**src/rtl/spi_reg_pkg.sv**
```systemverilog
// spi_reg_pkg: shared types and constants for the spi_reg_slave block.
package spi_reg_pkg;

  typedef enum logic [2:0] {
    IDLE = 3'd0,
    CMD  = 3'd1,
    ADDR = 3'd2,
    DATA = 3'd3,
    DONE = 3'd4
  } spi_state_e;

  localparam logic OP_READ  = 1'b0;
  localparam logic OP_WRITE = 1'b1;

  localparam int SYNC_STAGES = 2;

endpackage

```
**src/rtl/spi_pin_sync.sv**
```systemverilog
// spi_pin_sync: brings sclk/mosi/csn into the clk domain and produces
// registered edge pulses; all outputs are aligned to the edge pulses.
module spi_pin_sync
  import spi_reg_pkg::*;
(
  input  logic clk,
  input  logic rst,
  input  logic sclk,
  input  logic mosi,
  input  logic csn,
  output logic sclk_rise,
  output logic sclk_fall,
  output logic csn_rise,
  output logic csn_fall,
  output logic csn_level,
  output logic mosi_level
);

  logic [SYNC_STAGES-1:0] sclk_sync_r;
  logic [SYNC_STAGES-1:0] mosi_sync_r;
  logic [SYNC_STAGES-1:0] csn_sync_r;
  logic                   sclk_d_r;
  logic                   mosi_d_r;
  logic                   csn_d_r;
  logic                   sclk_rise_r;
  logic                   sclk_fall_r;
  logic                   csn_rise_r;
  logic                   csn_fall_r;

  // Synchroniser chains plus one detect stage. csn resets low on purpose:
  // a reset taken while csn is held low must not look like a fresh csn fall.
  always_ff @(posedge clk) begin
    if (rst) begin
      sclk_sync_r <= '0;
      mosi_sync_r <= '0;
      csn_sync_r  <= '0;
      sclk_d_r    <= 1'b0;
      mosi_d_r    <= 1'b0;
      csn_d_r     <= 1'b0;
      sclk_rise_r <= 1'b0;
      sclk_fall_r <= 1'b0;
      csn_rise_r  <= 1'b0;
      csn_fall_r  <= 1'b0;
    end else begin
      sclk_sync_r <= {sclk_sync_r[SYNC_STAGES-2:0], sclk};
      mosi_sync_r <= {mosi_sync_r[SYNC_STAGES-2:0], mosi};
      csn_sync_r  <= {csn_sync_r[SYNC_STAGES-2:0], csn};
      sclk_d_r    <= sclk_sync_r[SYNC_STAGES-1];
      mosi_d_r    <= mosi_sync_r[SYNC_STAGES-1];
      csn_d_r     <= csn_sync_r[SYNC_STAGES-1];
      sclk_rise_r <= sclk_sync_r[SYNC_STAGES-1] & ~sclk_d_r;
      sclk_fall_r <= ~sclk_sync_r[SYNC_STAGES-1] & sclk_d_r;
      csn_rise_r  <= csn_sync_r[SYNC_STAGES-1] & ~csn_d_r;
      csn_fall_r  <= ~csn_sync_r[SYNC_STAGES-1] & csn_d_r;
    end
  end

  assign sclk_rise  = sclk_rise_r;
  assign sclk_fall  = sclk_fall_r;
  assign csn_rise   = csn_rise_r;
  assign csn_fall   = csn_fall_r;
  assign csn_level  = csn_d_r;
  assign mosi_level = mosi_d_r;

endmodule

```
**src/rtl/spi_reg_slave.sv**
```systemverilog
// spi_reg_slave: SPI mode-0 slave with a parallel-visible register file.
// Define SPI_REG_BURST_EN for auto-incrementing multi-word frames.
module spi_reg_slave
  import spi_reg_pkg::*;
#(
  parameter int DATA_W = 16,
  parameter int ADDR_W = 8,
  parameter int DEPTH  = 32
) (
  input  logic                     clk,
  input  logic                     rst,
  input  logic                     sclk,
  input  logic                     mosi,
  input  logic                     csn,
  output logic                     miso,
  output logic                     miso_oe,
  output logic [DEPTH*DATA_W-1:0]  reg_q,
  output logic                     wr_strobe,
  output logic [ADDR_W-1:0]        wr_addr
);

  localparam int MAX_W = (DATA_W > ADDR_W) ? DATA_W : ADDR_W;
  localparam int CNT_W = $clog2(MAX_W);

  function automatic logic in_range(input logic [ADDR_W-1:0] a);
    return ({1'b0, a} < (ADDR_W+1)'(DEPTH));
  endfunction

  // Unimplemented addresses read as zero because no index matches them.
  function automatic logic [DATA_W-1:0] read_word(input logic [DEPTH*DATA_W-1:0] regs,
                                                  input logic [ADDR_W-1:0]       a);
    logic [DATA_W-1:0] w;
    w = '0;
    for (int i = 0; i < DEPTH; i++) begin
      if (a == ADDR_W'(i)) w = regs[i*DATA_W +: DATA_W];
    end
    return w;
  endfunction

  logic sclk_rise_s;
  logic sclk_fall_s;
  logic csn_rise_s;
  logic csn_fall_s;
  logic csn_level_s;
  logic mosi_level_s;

  spi_state_e state_r;
  spi_state_e state_nxt_s;

  logic [CNT_W-1:0]        cnt_r;
  logic                    rw_r;
  logic [ADDR_W-2:0]       addr_sh_r;
  logic [ADDR_W-1:0]       addr_r;
  logic [DATA_W-2:0]       data_sh_r;
  logic [DATA_W-1:0]       tx_r;
  logic                    miso_r;
  logic                    miso_oe_r;
  logic [DEPTH*DATA_W-1:0] reg_q_r;
  logic                    wr_strobe_r;
  logic [ADDR_W-1:0]       wr_addr_r;

  logic                    abort_s;
  logic [ADDR_W-1:0]       addr_in_s;
  logic [DATA_W-1:0]       data_in_s;
  logic                    addr_last_s;
  logic                    data_last_s;
  logic                    commit_s;
  logic                    load_s;
  logic                    miso_oe_nxt_s;
  logic [ADDR_W-1:0]       rd_addr_s;
  logic [DATA_W-1:0]       rd_word_s;
`ifdef SPI_REG_BURST_EN
  logic [ADDR_W-1:0]       addr_inc_s;
`endif

  spi_pin_sync u_pin_sync (
    .clk        (clk),
    .rst        (rst),
    .sclk       (sclk),
    .mosi       (mosi),
    .csn        (csn),
    .sclk_rise  (sclk_rise_s),
    .sclk_fall  (sclk_fall_s),
    .csn_rise   (csn_rise_s),
    .csn_fall   (csn_fall_s),
    .csn_level  (csn_level_s),
    .mosi_level (mosi_level_s)
  );

  // FSM state register.
  always_ff @(posedge clk) begin
    if (rst) begin
      state_r <= IDLE;
    end else begin
      state_r <= state_nxt_s;
    end
  end

  // FSM next state; csn high overrides everything, including a last-bit rise.
  always_comb begin
    state_nxt_s = state_r;
    if (abort_s) begin
      state_nxt_s = IDLE;
    end else begin
      case (state_r)
        IDLE: begin
          if (csn_fall_s) state_nxt_s = CMD;
          else            state_nxt_s = IDLE;
        end
        CMD: begin
          if (sclk_rise_s) state_nxt_s = ADDR;
          else             state_nxt_s = CMD;
        end
        ADDR: begin
          if (addr_last_s) state_nxt_s = DATA;
          else             state_nxt_s = ADDR;
        end
        DATA: begin
`ifdef SPI_REG_BURST_EN
          state_nxt_s = DATA;
`else
          if (data_last_s) state_nxt_s = DONE;
          else             state_nxt_s = DATA;
`endif
        end
        DONE:    state_nxt_s = DONE;
        default: state_nxt_s = IDLE;
      endcase
    end
  end

  // FSM outputs and datapath controls.
  always_comb begin
    abort_s       = csn_level_s | csn_rise_s;
    addr_in_s     = {addr_sh_r, mosi_level_s};
    data_in_s     = {data_sh_r, mosi_level_s};
    addr_last_s   = (state_r == ADDR) && sclk_rise_s && (cnt_r == CNT_W'(ADDR_W - 1));
    data_last_s   = (state_r == DATA) && sclk_rise_s && (cnt_r == CNT_W'(DATA_W - 1));
    commit_s      = data_last_s && !abort_s && (rw_r == OP_WRITE) && in_range(addr_r);
    miso_oe_nxt_s = (state_nxt_s == DATA) && (rw_r == OP_READ);
`ifdef SPI_REG_BURST_EN
    addr_inc_s    = (addr_r == ADDR_W'(DEPTH - 1)) ? '0 : addr_r + ADDR_W'(1);
    load_s        = addr_last_s || data_last_s;
    rd_addr_s     = (state_r == DATA) ? addr_inc_s : addr_in_s;
`else
    load_s        = addr_last_s;
    rd_addr_s     = addr_in_s;
`endif
    rd_word_s     = read_word(reg_q_r, rd_addr_s);
  end

  // Shift registers, bit counter, register file and registered pin outputs.
  always_ff @(posedge clk) begin
    if (rst) begin
      cnt_r       <= '0;
      rw_r        <= OP_READ;
      addr_sh_r   <= '0;
      addr_r      <= '0;
      data_sh_r   <= '0;
      tx_r        <= '0;
      miso_r      <= 1'b0;
      miso_oe_r   <= 1'b0;
      reg_q_r     <= '0;
      wr_strobe_r <= 1'b0;
      wr_addr_r   <= '0;
    end else begin
      wr_strobe_r <= 1'b0;
      miso_oe_r   <= miso_oe_nxt_s;

      if ((state_nxt_s != state_r) || data_last_s) begin
        cnt_r <= '0;
      end else if (sclk_rise_s) begin
        cnt_r <= cnt_r + CNT_W'(1);
      end

      if (sclk_rise_s && !abort_s) begin
        if (state_r == CMD)  rw_r      <= mosi_level_s;
        if (state_r == ADDR) addr_sh_r <= addr_in_s[ADDR_W-2:0];
        if (state_r == DATA) data_sh_r <= data_in_s[DATA_W-2:0];
        if (addr_last_s)     addr_r    <= addr_in_s;
`ifdef SPI_REG_BURST_EN
        if (data_last_s)     addr_r    <= addr_inc_s;
`endif
      end

      // The MSB of a freshly loaded word goes out on the following fall.
      if (load_s) begin
        tx_r <= rd_word_s;
      end else if (sclk_fall_s && (state_r == DATA)) begin
        tx_r <= {tx_r[DATA_W-2:0], 1'b0};
      end

      if (!miso_oe_nxt_s) begin
        miso_r <= 1'b0;
      end else if (sclk_fall_s && (state_r == DATA)) begin
        miso_r <= tx_r[DATA_W-1];
      end

      if (commit_s) begin
        wr_strobe_r <= 1'b1;
        wr_addr_r   <= addr_r;
        for (int i = 0; i < DEPTH; i++) begin
          if (addr_r == ADDR_W'(i)) reg_q_r[i*DATA_W +: DATA_W] <= data_in_s;
        end
      end
    end
  end

  assign miso      = miso_r;
  assign miso_oe   = miso_oe_r;
  assign reg_q     = reg_q_r;
  assign wr_strobe = wr_strobe_r;
  assign wr_addr   = wr_addr_r;

endmodule

```
**config.mk**
```make
export PLATFORM = sky130hd
export DESIGN_NAME = spi_reg_slave
export DESIGN_NICKNAME = d
export VERILOG_FILES = /design/src/rtl/spi_reg_pkg.sv /design/src/rtl/spi_pin_sync.sv /design/src/rtl/spi_reg_slave.sv
export SDC_FILE = /design/constraint.sdc
export NUM_CORES = 1
export LEC_CHECK = 0
export BUFFER_PORTS_ARGS = -buffer_cell sky130_fd_sc_hd__buf_2
export CORE_ASPECT_RATIO = 1.4
export CORE_MARGIN = 4
export CORE_UTILIZATION = 42
export CTS_BUF_LIST = sky130_fd_sc_hd__clkbuf_8
export DETAILED_ROUTE_END_ITERATION = 7
export PLACE_DENSITY_LB_ADDON = 0.05
export SLEW_MARGIN = 20
export SYNTH_ARGS = -nofsm -noshare
export SYNTH_HDL_FRONTEND = slang
export SYNTH_SLANG_ARGS = --single-unit
```
**constraint.sdc**
```tcl
create_clock -name clk -period 5.6 [get_ports clk]
set_clock_uncertainty 0.2 [all_clocks]
set_input_delay 0.84 -clock clk [delete_from_list [all_inputs] [get_ports clk]]
set_output_delay 0.84 -clock clk [all_outputs]
set_load 0.005 [all_outputs]
```
==> results.sh <==
export IMPL_synthTopCellsByCount="nand2_1, dfxtp_1, a21oi_1, clkbuf_1, a21oi_2"
export IMPL_grt_usage_pct=38.5
export IMPL_startpoint="state_r[1]$_SDFF_PP0_"
export IMPL_nets=3908
export IMPL_grt_pass1_wl_mm=201
export IMPL_syn_num_nets=3539
export IMPL_antenna_found_initial=2
export IMPL_min_period_ns=4.09
export IMPL_path_cells="nand4_1 > nor4_4 > and2b_4 > and2_1 > nand2_2 > nand2_1 > a21oi_1"
export IMPL_clk_pin_slew_worst_paths_ns=0.06
export IMPL_grt_max_degree=170
export IMPL_yosys_area_top_type="dfxtp_1"
export IMPL_vdd_ir_drop_worst_mv=0.142
export IMPL_path_buf_inv=0
export IMPL_die_w_um=225
export IMPL_h_tree_depth=3
export IMPL_routabilityCongestion=0.966
export IMPL_cts_tree="built"
export IMPL_place_hpwl_mm=98.2
export IMPL_cp_arrival_ns=4.47
export IMPL_avgSynthCellArea_sq_um=7.83
export IMPL_wl_per_cell_um=29.4
export IMPL_dr_total_vias=29300
export IMPL_power_density_nw_per_um2=257
export IMPL_rows=111
export IMPL_reg2reg_slack_ns=1.51
export IMPL_drc_errors=0
export IMPL_yosys_warnings=0
export IMPL_synth_main_ff_cell="dfxtp_1"
export IMPL_finalSetupViolCount=0
export IMPL_clock_latency_ns=0.75
export IMPL_start_kind="flop"
export IMPL_grt_setup_unrepaired="no"
export IMPL_die_y_um=312
export IMPL_viasPerCell=6.07
export IMPL_cts_root_buf="clkbuf_8"
export IMPL_yosys_top_cells_area="dfxtp_1, nand2_1, a21oi_1"
export IMPL_power_switching_mw=2.02
export IMPL_async_flop_share_pct=0
export IMPL_grt_pass1_vias=27600
export IMPL_fmax_mhz=245
export IMPL_cp_max_fo=16
export IMPL_synth_seq_cells=590
export IMPL_hold_viol=0
export IMPL_fin_setup_tns_ns=0
export IMPL_port_buffers=527
export IMPL_drive_gt1_share_pct=24.9
export IMPL_final_util_pct=49.4
export IMPL_worst_path_max_delay_cell="and2_1"
export IMPL_hold_depth=2
export IMPL_start_util_pct=42.3
export IMPL_swShare_pct=24.3
export IMPL_drt_wl_total_mm=142
export IMPL_yosysMostFrequentCell="nand2_1"
export IMPL_cts_sinks=590
export IMPL_r2r_end="reg_q[239]$_SDFFE_PP0P_"
export IMPL_reg2reg_from="state_r[1]$_SDFF_PP0_"
export IMPL_post_cts_setup_buffers=0
export IMPL_die_area_sq_um=70100
export IMPL_areaGrowthSynthToFinish_pct=16.8
export IMPL_num_io_pins=528
export IMPL_ff2ff_path_depth=7
export IMPL_crit_path_end_kind="flop"
export IMPL_crit_path_end="reg_q[239]$_SDFFE_PP0P_"
export IMPL_synth_area_sq_um=27700
export IMPL_ctsHoldBuffers=0
export IMPL_p_int_mw=6.29
export IMPL_worstSetupPathType="flop to flop"
export IMPL_first_iter_violations=3626
export IMPL_yosysTopAreaCellShare_pct=42.7
export IMPL_cts_inserted_buffers=96
export IMPL_power_frac_comb_pct=1.8
export IMPL_fin_crit_sh_pct=73.0
export IMPL_core_area_sq_um=65400
export IMPL_grt_overflow=0
export IMPL_crit_family="simple AND/OR/NAND/NOR gates"
export IMPL_drtPass1Iterations=8
export IMPL_required_ns=5.99
export IMPL_syn_inst=3533
export IMPL_slew_headroom_pct=18.6
export IMPL_seq_area_frac_synth_pct=42.7
export IMPL_cp_slowest_stage_delay_ns=0.89
export IMPL_cts_path_max_buffers=3
export IMPL_synth_edf_count=0
export IMPL_worstMarginPinSlew_ns=1.22
export IMPL_crit_cells=7
export IMPL_leakage_nw=12.5
export IMPL_cap_violations=0
export IMPL_maxSlewViolCount=0
export IMPL_ctsResizeCount=0
export IMPL_min_path_type="input port to flop"
export IMPL_synth_cell_type_count=89
export IMPL_pwr_share_seq_pct=50.6
export IMPL_clkPwrFrac_pct=47.6
export IMPL_antenna_left=0
export IMPL_run_status="complete, no violations"
## registers in the layout, summed over array words and instances, names as in the netlist, 2 cells and up
| register | count |
|---|---|
| addr_r | 8 |
| addr_sh_r | 7 |
| cnt_r | 4 |
| data_sh_r | 15 |
| reg_q | 512 |
| state_r | 3 |
| tx_r | 16 |
| u_pin_sync.csn_sync_r | 2 |
| u_pin_sync.mosi_sync_r | 2 |
| u_pin_sync.sclk_sync_r | 2 |
| wr_addr | 8 |
## cells by family (layout without fill, tap and decap cells)
| logic type | after synthesis | count (layout) | share of synthesized area (%) |
|---|---|---|---|
| xor+xnor | 4 | 4 | 0.127 |
| flops | 590 | 590 | 42.7 |
| other cells | 0 | 2 | 0 |
| simple gates | 1513 | 1513 | 23.9 |
| buf+inv | 326 | 768 | 5.90 |
| mux | 128 | 128 | 5.45 |
| compound gates | 971 | 971 | 21.9 |
| fa+ha+maj | 1 | 1 | 0.0452 |
## metrics by stage
stage	power (mW)	instances	hold WS, ns	setup slack, ns	cell area, sq um
floorplan	4.40	3533	0.183	2.95	27700
global route	8.49	4824	0.168	1.44	32300
CTS	8.31	4821	0.0971	1.65	32300
finish	8.31	4824	0.145	1.51	32300
global placement	4.45	4650	0.222	1.71	30300
detailed placement	4.45	4650	0.225	1.67	30300
## worst reg2reg max path, cell delays in order, from the launching register on
cell and delay (ns):
dfxtp_1 0.54, nand4_1 0.28, nor4_4 0.81, and2b_4 0.34, and2_1 0.89, nand2_2 0.57
nand2_1 0.23, a21oi_1 0.08
## final cells by class
| type | instances | area (sq um) |
|---|---|---|
| timing repair buffer | 585 | 3160 |
| sequential | 590 | 11800 |
| clock buffer | 124 | 1710 |
| inverter | 12 | 45.0 |
| antenna | 2 | 5.00 |
| multi-input combinational | 2617 | 14200 |
| tap | 847 | 1060 |
| fill | 6605 | 33100 |
| clock inverter | 47 | 250 |
## routing by layer
metal | vias up | track usage, % | routed length (um)
li1 | 12800 | - | -
met1 | 14200 | 48.1 | 53700
met2 | 1870 | 60.8 | 64800
met3 | 418 | 6.59 | 12300
met4 | 2 | 25.1 | 11100
met5 | - | 0 | 12
## layout by cell type (no fill, tap or decap), types with 11 or more instances in the layout
cell type,synthesis,layout
a211oi_1,22,22
a21oi_1,501,501
a21oi_2,130,130
a22oi_1,15,15
a31oi_1,24,24
buf_2,75,526
buf_4,21,52
clkbuf_8,0,124
dfxtp_1,590,577
dfxtp_2,0,11
inv_1,12,45
mux2_2,30,30
mux2i_1,83,83
mux4_2,15,15
nand2_1,1163,1163
nand2_2,20,20
nand3_1,36,36
nor2_1,126,124
nor2_2,9,11
nor2_8,23,23
nor2b_1,24,24
nor3_1,25,24
nor4_1,12,11
o211ai_1,13,13
o21a_1,11,11
o21ai_0,92,92
o221ai_1,15,15
o22ai_1,40,40
o32ai_1,13,13
## how the worst min path moves through the flow
stage          slack, ns                                 start                                    to
3_5_place_dp        0.23  u_pin_sync.mosi_sync_r[1]$_SDFF_PP0_      u_pin_sync.mosi_level$_SDFF_PP0_
3_3_place_gp        0.22  u_pin_sync.mosi_sync_r[1]$_SDFF_PP0_      u_pin_sync.mosi_level$_SDFF_PP0_
6_report            0.14                                  mosi  u_pin_sync.mosi_sync_r[0]$_SDFF_PP0_
2_1_floorplan       0.18        u_pin_sync.sclk_d_r$_SDFF_PP0_       u_pin_sync.sclk_rise$_SDFF_PP0_
4_1_cts              0.1                                  mosi  u_pin_sync.mosi_sync_r[0]$_SDFF_PP0_
5_1_grt             0.17                                   csn   u_pin_sync.csn_sync_r[0]$_SDFF_PP0_
## power groups by stage
| stage | sequential (mW) | clock [mW] | combinational [mW] |
|---|---|---|---|
| after floorplan | 4.29 | 0 | 0.103 |
| after global placement | 4.30 | 0 | 0.146 |
| after detailed placement | 4.30 | 0 | 0.146 |
| after CTS | 4.21 | 3.96 | 0.146 |
| after global routing | 4.20 | 4.13 | 0.155 |
| final | 4.21 | 3.95 | 0.151 |
(Power assumes the default switching activity.)
